File: config.mk
export PLATFORM = sky130hd
export DESIGN_NAME = cache_line_fill_ctrl_flat
export DESIGN_NICKNAME = d
export VERILOG_FILES = /design/src/rtl/cache_line_fill_ctrl_if.sv /design/src/rtl/cache_line_fill_ctrl.sv /design/src/flat_wrapper.sv
export SDC_FILE = /design/constraint.sdc
export NUM_CORES = 1
export LEC_CHECK = 0
export CAP_MARGIN = 10
export CORE_UTILIZATION = 37
export DETAILED_ROUTE_END_ITERATION = 8
export HOLD_SLACK_MARGIN = 0.02
export PLACE_DENSITY_LB_ADDON = 0.2
export REMOVE_ABC_BUFFERS = 1
export SYNTH_ARGS = -nofsm -noshare
export SYNTH_HDL_FRONTEND = slang
export SYNTH_SLANG_ARGS = --single-unit
File: constraint.sdc
create_clock -name clk -period 2.1 [get_ports clk]
set_clock_uncertainty 0.05 [all_clocks]
set_input_delay 0.315 -clock clk [delete_from_list [all_inputs] [get_ports clk]]
set_output_delay 0.315 -clock clk [all_outputs]
set_load 0.005 [all_outputs]
File: src/rtl/cache_line_fill_ctrl_if.sv
// Memory-side request/response bus between the cache line fill controller and main memory.
interface cache_line_fill_ctrl_if #(
   parameter int ADDR_W = 16,
   parameter int DATA_W = 16
);
   logic              mem_en;
   logic              mem_wr;
   logic [ADDR_W-1:0] mem_addr;
   logic [DATA_W-1:0] mem_wdata;
   logic [DATA_W-1:0] mem_rdata;
   logic              mem_valid;

   modport master (output mem_en, mem_wr, mem_addr, mem_wdata, input mem_rdata, mem_valid);
   modport slave  (input mem_en, mem_wr, mem_addr, mem_wdata, output mem_rdata, mem_valid);
endinterface

File: src/rtl/cache_line_fill_ctrl.sv
// Cache miss controller: optional dirty-victim write-back, then a pipelined line fill and a final tag write.
module cache_line_fill_ctrl #(
   parameter int ADDR_W = 16,
   parameter int DATA_W = 16,
   parameter int WORDS  = 8
) (
   input  logic                     clk,
   input  logic                     rst,
   input  logic                     miss_i,
   input  logic [ADDR_W-1:0]        miss_addr_i,
   input  logic                     victim_dirty_i,
   input  logic [ADDR_W-1:0]        victim_addr_i,
   input  logic [DATA_W-1:0]        victim_rdata_i,
   output logic                     busy_o,
   output logic [$clog2(WORDS)-1:0] victim_word_o,
   output logic                     data_we_o,
   output logic [$clog2(WORDS)-1:0] data_word_o,
   output logic [DATA_W-1:0]        data_wdata_o,
   output logic                     tag_we_o,
   cache_line_fill_ctrl_if.master   mem
);
   localparam int OFF_W    = $clog2(DATA_W / 8);
   localparam int WSEL_W   = $clog2(WORDS);
   localparam int LINE_LSB = OFF_W + WSEL_W;
   localparam int BASE_W   = ADDR_W - LINE_LSB;

   typedef enum logic [1:0] {IDLE, WB, FILL, TAG} state_e;

   state_e              state_q, state_d;
   logic [BASE_W-1:0]   missBase_q, missBase_d;
   logic [BASE_W-1:0]   victimBase_q, victimBase_d;
   logic [WSEL_W-1:0]   wc_q, wc_d;
   logic [WSEL_W:0]     ic_q, ic_d;
   logic [WSEL_W:0]     rc_q, rc_d;
   logic                memEn_q, memEn_d;
   logic                memWr_q, memWr_d;
   logic [ADDR_W-1:0]   memAddr_q, memAddr_d;
   logic [WSEL_W-1:0]   victimWord_q, victimWord_d;
   logic                tagWe_q, tagWe_d;
   logic                unusedOffsetBits;

   assign unusedOffsetBits = ^{miss_addr_i[LINE_LSB-1:0], victim_addr_i[LINE_LSB-1:0]};

   function automatic logic [ADDR_W-1:0] lineAddr(input logic [BASE_W-1:0] base,
                                                  input logic [WSEL_W-1:0] word);
      lineAddr = ADDR_W'({base, word}) << OFF_W;
   endfunction

   always_comb begin
      state_d      = state_q;
      missBase_d   = missBase_q;
      victimBase_d = victimBase_q;
      wc_d         = wc_q;
      ic_d         = ic_q;
      rc_d         = rc_q;
      case (state_q)
         IDLE: begin
            if (miss_i) begin
               missBase_d   = miss_addr_i[ADDR_W-1:LINE_LSB];
               victimBase_d = victim_addr_i[ADDR_W-1:LINE_LSB];
               wc_d         = '0;
               ic_d         = '0;
               rc_d         = '0;
               state_d      = victim_dirty_i ? WB : FILL;
            end
         end
         WB: begin
            wc_d = wc_q + 1'b1;
            if (wc_q == WSEL_W'(WORDS - 1)) begin
               state_d = FILL;
               wc_d    = '0;
               ic_d    = '0;
               rc_d    = '0;
            end
         end
         FILL: begin
            // Issue and return sides advance independently; only the final return ends the fill.
            if (!ic_q[WSEL_W]) ic_d = ic_q + 1'b1;
            if (mem.mem_valid) begin
               rc_d = rc_q + 1'b1;
               if (rc_d[WSEL_W]) state_d = TAG;
            end
         end
         TAG:     state_d = IDLE;
         default: state_d = IDLE;
      endcase

      // Request outputs are computed from the next state so they come straight out of flops.
      memEn_d      = 1'b0;
      memWr_d      = 1'b0;
      memAddr_d    = '0;
      victimWord_d = '0;
      tagWe_d      = 1'b0;
      case (state_d)
         WB: begin
            memEn_d      = 1'b1;
            memWr_d      = 1'b1;
            memAddr_d    = lineAddr(victimBase_d, wc_d);
            victimWord_d = wc_d;
         end
         FILL: begin
            if (!ic_d[WSEL_W]) begin
               memEn_d   = 1'b1;
               memAddr_d = lineAddr(missBase_d, ic_d[WSEL_W-1:0]);
            end
         end
         TAG:     tagWe_d = 1'b1;
         default: ;
      endcase
   end

   always_ff @(posedge clk or posedge rst) begin
      if (rst) begin
         state_q      <= IDLE;
         missBase_q   <= '0;
         victimBase_q <= '0;
         wc_q         <= '0;
         ic_q         <= '0;
         rc_q         <= '0;
         memEn_q      <= 1'b0;
         memWr_q      <= 1'b0;
         memAddr_q    <= '0;
         victimWord_q <= '0;
         tagWe_q      <= 1'b0;
      end else begin
         state_q      <= state_d;
         missBase_q   <= missBase_d;
         victimBase_q <= victimBase_d;
         wc_q         <= wc_d;
         ic_q         <= ic_d;
         rc_q         <= rc_d;
         memEn_q      <= memEn_d;
         memWr_q      <= memWr_d;
         memAddr_q    <= memAddr_d;
         victimWord_q <= victimWord_d;
         tagWe_q      <= tagWe_d;
      end
   end

   assign busy_o        = (state_q != IDLE) || miss_i;
   assign victim_word_o = victimWord_q;
   assign tag_we_o      = tagWe_q;
   assign data_we_o     = (state_q == FILL) && mem.mem_valid;
   assign data_word_o   = data_we_o ? rc_q[WSEL_W-1:0] : '0;
   assign data_wdata_o  = data_we_o ? mem.mem_rdata : '0;

   assign mem.mem_en    = memEn_q;
   assign mem.mem_wr    = memWr_q;
   assign mem.mem_addr  = memAddr_q;
   assign mem.mem_wdata = memWr_q ? victim_rdata_i : '0;
endmodule
File: src/flat_wrapper.sv
// flat-port wrapper written by rule: the top's interface ports become plain ports
module cache_line_fill_ctrl_flat 
#(
   parameter int ADDR_W = 16,
   parameter int DATA_W = 16,
   parameter int WORDS  = 8
)
  (clk, rst, miss_i, miss_addr_i, victim_dirty_i, victim_addr_i, victim_rdata_i, busy_o, victim_word_o, data_we_o, data_word_o, data_wdata_o, tag_we_o, mem_mem_en, mem_mem_wr, mem_mem_addr, mem_mem_wdata, mem_mem_rdata, mem_mem_valid);
  cache_line_fill_ctrl_if #(.ADDR_W(ADDR_W), .DATA_W(DATA_W)) mem_i ();
  input  logic clk;
  input  logic rst;
  input  logic miss_i;
  input  logic [ADDR_W-1:0] miss_addr_i;
  input  logic victim_dirty_i;
  input  logic [ADDR_W-1:0] victim_addr_i;
  input  logic [DATA_W-1:0] victim_rdata_i;
  output logic busy_o;
  output logic [$clog2(WORDS)-1:0] victim_word_o;
  output logic data_we_o;
  output logic [$clog2(WORDS)-1:0] data_word_o;
  output logic [DATA_W-1:0] data_wdata_o;
  output logic tag_we_o;
  output wire logic [$bits(mem_i.mem_en)-1:0] mem_mem_en;
  output wire logic [$bits(mem_i.mem_wr)-1:0] mem_mem_wr;
  output wire logic [$bits(mem_i.mem_addr)-1:0] mem_mem_addr;
  output wire logic [$bits(mem_i.mem_wdata)-1:0] mem_mem_wdata;
  input wire logic [$bits(mem_i.mem_rdata)-1:0] mem_mem_rdata;
  input wire logic [$bits(mem_i.mem_valid)-1:0] mem_mem_valid;
  assign mem_mem_en = mem_i.mem_en;
  assign mem_mem_wr = mem_i.mem_wr;
  assign mem_mem_addr = mem_i.mem_addr;
  assign mem_mem_wdata = mem_i.mem_wdata;
  assign mem_i.mem_rdata = mem_mem_rdata;
  assign mem_i.mem_valid = mem_mem_valid;
  cache_line_fill_ctrl #(.ADDR_W(ADDR_W), .DATA_W(DATA_W), .WORDS(WORDS)) u_core (.clk(clk), .rst(rst), .miss_i(miss_i), .miss_addr_i(miss_addr_i), .victim_dirty_i(victim_dirty_i), .victim_addr_i(victim_addr_i), .victim_rdata_i(victim_rdata_i), .busy_o(busy_o), .victim_word_o(victim_word_o), .data_we_o(data_we_o), .data_word_o(data_word_o), .data_wdata_o(data_wdata_o), .tag_we_o(tag_we_o), .mem(mem_i));
endmodule
==> impl_metrics.tcl <==
set metrics [dict create \
    fin_util_pct 64.4 \
    worst_hold_path_type "in2async" \
    report.power.total_mw 5.72 \
    fmaxAchievable_mhz 480 \
    synth-async-reset-ratio_pct 100 \
    num_io_pins 128 \
    worst_slew_pin_slew_ns 0.503 \
    max_cap_viol_count 0 \
    setup.worst_path.start_class "primary input" \
    arrival_ns 1.72 \
    start_util_pct 38.3 \
    yosys.cell_types.count 42 \
    path_clk_slew_ns 0.06 \
    routed_length_per_instance_um 14.0 \
    first_drt_iteration_drcs 105 \
    tritoncts.num_buffers 9 \
    post_syn_area_per_cell_um2 11.1 \
    yosysSeqAreaShare_pct 52.3 \
    buffer_ports.inserted 118 \
    core_area_um2 7250 \
    dpl-instance-area_um2 4210 \
    crit_path_end_kind "output port" \
    synthesis.area_um2 2780 \
    cell_types_occupying_the_most_area_after_synthesis "sky130_fd_sc_hd__dfrtp_1 (52%), sky130_fd_sc_hd__mux2_2 (11%), sky130_fd_sc_hd__and3_1 (4.3%), sky130_fd_sc_hd__and2_1 (4.1%), sky130_fd_sc_hd__a21oi_1 (3.6%)" \
    grt_max_degree 44 \
    slew-limit-headroom_pct 66.2 \
    clock_tree.buffer_depth 2 \
    critPathRequiredTime_ns 1.74 \
    rsz0062_at_grt "yes" \
    tritoncts "done" \
    cts_htree_levels 3 \
    hold_slack_ns 0.230 \
    final_cell_area_um2 4670 \
    antenna_found_initial 0 \
    vdd_drop_max_mv 0.546 \
    setup_viol 0 \
    vertical_die_dimension_um 88.6 \
    post-synth-top-area-cell "sky130_fd_sc_hd__dfrtp_1" \
    worstSkewPairLatency_ns 0.33 \
    slew_violations 0 \
    critical_path_class "in2out" \
    global_route_congestion_overflow_total 0 \
    num_antenna_cells 0 \
    cts_sinks 58 \
    yosys_warnings 0 \
    die_w_um 88.6 \
    route.vias.total 2388 \
    ys_seq_elements 58 \
    post_route_cells_drive_above_1_share_pct 24.0 \
    area_delta_synth_final_pct 68.1 \
    post-route-period-util_pct 99.2 \
    dpl.hpwl_um 4770 \
    crit_path_max_fanout 3 \
    std_cell_rows 31 \
    synth_ff_type "sky130_fd_sc_hd__dfrtp_1" \
    power.static_leakage_nw 2.31 \
    route.antenna.remaining_nets 0 \
    p_per_area_nw_per_um2 1230 \
    syn_inst 250 \
    die-area_um2 7860 \
    firstDrtPassIters 4 \
    finalWeightedCongestion 0.708 \
    clockRootBuffer "sky130_fd_sc_hd__clkbuf_8" \
    outcome "finished, final reports clean" \
    grt_use_total_pct 18.1 \
    synth_edf_count 0 \
    layout.nets 471 \
    routed_via_density 4.79 \
    detail_route.drc_violations 0 \
    grt_pass1_wl_um 10600 \
    hold_violations 0 \
    synth_top_area_share_pct 52.3 \
    clock_period_minus_worst_slack_ns 2.08 \
    number_of_global_route_vias_before_repair 2302 \
    finalWirelength_um 6980 \
]
[synthesized netlist by cell type, types with 3 or more instances]
cell type and instances:
sky130_fd_sc_hd__dfrtp_1 58, sky130_fd_sc_hd__mux2_2 26, sky130_fd_sc_hd__a21oi_1 20, sky130_fd_sc_hd__and3_1 19, sky130_fd_sc_hd__nand2_1 19, sky130_fd_sc_hd__and2_1 18
sky130_fd_sc_hd__o21ai_0 14, sky130_fd_sc_hd__clkbuf_1 7, sky130_fd_sc_hd__ha_1 7, sky130_fd_sc_hd__inv_1 7, sky130_fd_sc_hd__nor2_1 5, sky130_fd_sc_hd__a21boi_0 3
sky130_fd_sc_hd__buf_2 3, sky130_fd_sc_hd__buf_6 3, sky130_fd_sc_hd__nand2b_1 3, sky130_fd_sc_hd__or3_1 3
[kinds of logic after synthesis]
| kind of cell | count (synthesis) | synth area share (%) |
|---|---|---|
| buf+inv | 23 | 4.32 |
| xor+xnor | 2 | 0.631 |
| other cells | 1 | 0.135 |
| compound gates | 50 | 10.7 |
| flops | 58 | 52.3 |
| mux | 27 | 10.9 |
| fa+ha+maj | 7 | 3.15 |
| simple gates | 82 | 17.9 |
[power breakdown]
group          switching, mW  internal, mW  leakage [nW]
Sequential             0.205          1.56         0.729
Clock                  0.426         0.666         0.107
Combinational           1.24          1.62          1.47
Total                   1.87          3.85          2.31
[cell type report]
cell class | count | area [µm²]
inverters | 7 | 26.3
repair buffers | 150 | 1550
fillers | 619 | 2580
clock inverters | 5 | 78.8
clock buffers | 11 | 131
flip-flops and latches | 58 | 1450
well taps | 99 | 124
multi-input cells | 169 | 1310
[repair_timing]
action                                  in CTS  in global routing
pin swaps                                    1                 10
buffers inserted                             1                  5
cloned                                       1                  2
endpoints found under the setup margin      37                 31
resized for setup                           19                 37
hold buffers                                 0                  0
[routing by layer]
layer	global-route usage, %	up-vias	routed length (µm)
met2	30.6	98	3440
met1	21.2	1130	3000
li1	-	1154	-
met3	6.25	6	470
met5	0	-	0
met4	7.33	0	80
[final timing paths]
kind                                                  start                                end  slack, ns  cells past startpoint
max                                           mem_mem_valid                          data_we_o       0.02                      5
min                                                     rst  u_core.victim_word_o[0]$_DFF_PP0_       0.23                      2
max reg2reg                        u_core.wc_q[0]$_DFF_PP0_   u_core.mem.mem_addr[1]$_DFF_PP0_       0.08                      8
min reg2reg                u_core.victimBase_q[4]$_DFF_PP0_   u_core.victimBase_q[4]$_DFF_PP0_       0.45                      1
max in group asynchronous                               rst   u_core.mem.mem_addr[8]$_DFF_PP0_       1.23                      3
min in group clk           u_core.victimBase_q[4]$_DFF_PP0_   u_core.victimBase_q[4]$_DFF_PP0_       0.45                      1
[worst max-delay path, stage by stage]
cell	delay, ns
sky130_fd_sc_hd__clkdlybuf4s50_1	0.46
sky130_fd_sc_hd__nor2b_4	0.16
sky130_fd_sc_hd__and2_1	0.16
sky130_fd_sc_hd__buf_4	0.12
sky130_fd_sc_hd__clkdlybuf4s50_1	0.51
[state kept, by name (all words and copies together), names as in the netlist]
name and flops:
u_core.ic_q 4, u_core.mem.mem_addr 15, u_core.mem.mem_en 1, u_core.mem.mem_wr 1, u_core.missBase_q 12, u_core.rc_q 4
u_core.state_q 2, u_core.tag_we_o 1, u_core.victimBase_q 12, u_core.victim_word_o 3, u_core.wc_q 3
[per-stage QoR]
stage          instances  worst slack (ns)  TNS [ns]
2_1_floorplan        234            -0.332     -5.57
4_1_cts              492           -0.0233    -0.176
5_1_grt              499           -0.0534    -0.110
3_5_place_dp         474            -0.208     -3.79
3_3_place_gp         474            -0.182     -3.39
6_report             499            0.0159         0
[cell usage in the layout (no fill, tap or decap), types with 6 or more instances in the layout]
master and n:
sky130_fd_sc_hd__o21ai_1 10, sky130_fd_sc_hd__and2_1 18, sky130_fd_sc_hd__clkbuf_8 9, sky130_fd_sc_hd__nand2_1 19, sky130_fd_sc_hd__dfrtp_1 56, sky130_fd_sc_hd__inv_1 6, sky130_fd_sc_hd__clkdlybuf4s50_1 98, sky130_fd_sc_hd__dlymetal6s2s_1 14
sky130_fd_sc_hd__buf_4 22, sky130_fd_sc_hd__a21oi_1 18, sky130_fd_sc_hd__mux2_2 26, sky130_fd_sc_hd__and3_1 19
No activity file was read; power rests on OpenSTA's default activity.
==> edit (same flow settings) <==
Re-encode `state_e` (4 states) as Gray code, 2 bits wide.
--- a/src/rtl/cache_line_fill_ctrl.sv
+++ b/src/rtl/cache_line_fill_ctrl.sv
@@ -24,7 +24,7 @@
    localparam int LINE_LSB = OFF_W + WSEL_W;
    localparam int BASE_W   = ADDR_W - LINE_LSB;
 
-   typedef enum logic [1:0] {IDLE, WB, FILL, TAG} state_e;
+   typedef enum logic [1:0] {IDLE = 2'b00, WB = 2'b01, FILL = 2'b11, TAG = 2'b10} state_e;
 
    state_e              state_q, state_d;
    logic [BASE_W-1:0]   missBase_q, missBase_d;
Behaviour: same outputs for any inputs over 10 cycles, from zero or initial values and one cycle with rst high; not proved beyond that.
==> edit against the unedited design <==
- wire length is essentially flat
- total power rose by 1.9%
- design area fell by 3.2%
- sequential cell count stayed put
- critical endpoint is now busy_o
- area after synthesis up 1.1%
- worst setup slack better by 73 ps
- final cell count is 2.4% lower
- largest power group unchanged
- core utilization decreased by 2.4 points
==> edit: results (changes against the unedited design) <==
[run_status]
status = finished clean

[pwr]
worst_ir_drop_vdd_mv = 0.6634  ; +22%
swShare_pct = 34.77  ; +2.0 points
cellLeakagePower_nw = 2.342  ; +1.5%
pwr-share-comb_pct = 50.5  ; +0.5 points

[synthesis]
synth_cell_types = 37  ; -12%
synth_top_cell_area_share_pct = 51.67  ; -0.58 points
synthMuxAreaShare_pct = 11.94  ; +1.0 points
synth_commonest_cells = 58 x dfrtp_1, 26 x mux2_2, 19 x and3_1
synth_fa_ha_area_share_pct = 3.563  ; +0.41 points
synth_area_leaders = dfrtp_1 52%, mux2_2 10%, and3_1 4.2%, and2_1 3.8%, ha_1 3.6%
synth_xor_area_share_pct = 0  ; -0.63 points

[grt]
grt_max_degree = 59  ; +34%

[drt]
post_drt_wl_per_cell_um = 14.34  ; +2.4%
met2WireLength_um = 3283  ; -4.5%
vias_per_cell = 4.862  ; +1.6%
route.met3.wl_um = 715  ; +52%
wl_met1_um = 2930  ; -2.2%
drt_first_iter_violations = 107  ; +1.9%

[placed_design]
globalplace.congestion = 0.8278  ; +17%
dp_cells = 466  ; -1.7%
placed_cell_area_um2 = 4179  ; -0.77%

[sta]
whs_ps = 299.2  ; +69.70 ps

[worst_setup_path]
rr_startpoint = u_core.state_q[0]
critPathMaxFanout = 8  ; +5
crit_arrival_ps = 1650  ; -70 ps
ff2ff_setup_slack_ps = 150  ; +70 ps

[finish]
drive_gt1_share_pct = 18.04  ; -6.0 points

-- edit: how the worst max path moves through the flow --
stage | start | endpoint | slack (ps) | depth (start not counted)
6_report | u_core.state_q[0] | busy_o | 90 | 4
5_1_grt | u_core.state_q[0] | busy_o | -0.5 | 4
4_1_cts | u_core.state_q[1] | data_wdata_o[4] | 2 | 4
3_5_place_dp | miss_i | u_core.mem.mem_addr[1] | 30 | 6
3_3_place_gp | miss_i | u_core.mem.mem_addr[3] | 80 | 6
2_1_floorplan | u_core.state_q[1] | u_core.mem.mem_addr[1] | -170 | 5
-- edit: routing by layer --
layer / up-vias / global-route usage, %
met5: - / 0
met4: 0 / 5.628
met3: 6 / 6.094
met2: 99 / 29.49
met1: 1116 / 21.83
li1: 1147 / -
-- edit: final cells by class --
cell class / count / area share [%]
clock buffers: 11 / 2.907
clock inverters: 5 / 1.744
inverters: 12 / 1.024
multi-input cells: 167 / 27.71
flip-flops and latches: 58 / 32.12
well taps: 99 / 2.741
repair buffers: 135 / 31.76
-- edit: what timing repair did --
action,CTS,global route
setup buffers,3,1
hold endpoints to repair,0,0
cloned,0,1
pin swaps,1,0
gates resized for setup,4,23
endpoints found under the setup margin,21,21
-- edit: logic make-up after synthesis --
| logic type | count (synthesis) |
|---|---|
| AND/OR/NAND/NOR | 81 |
| flip-flops | 58 |
| buffers and inverters | 28 |
| AO/OA/AOI/OAI | 48 |
| adder cells (fa/ha/maj) | 8 |
| multiplexers | 29 |
| other | 1 |
-- edit: stage by stage --
step           setup TNS (ps)  util, %
2_1_floorplan          -922.6        -
3_3_place_gp                0    57.31
3_5_place_dp                0    57.31
4_1_cts                     0    60.69
5_1_grt               -0.5179    61.98
6_report                    0    61.98
-- edit: worst min-delay path, cell delays in order --
cell	delay (ps)
clkdlybuf4s50_1	410
inv_2	70
buf_12	280
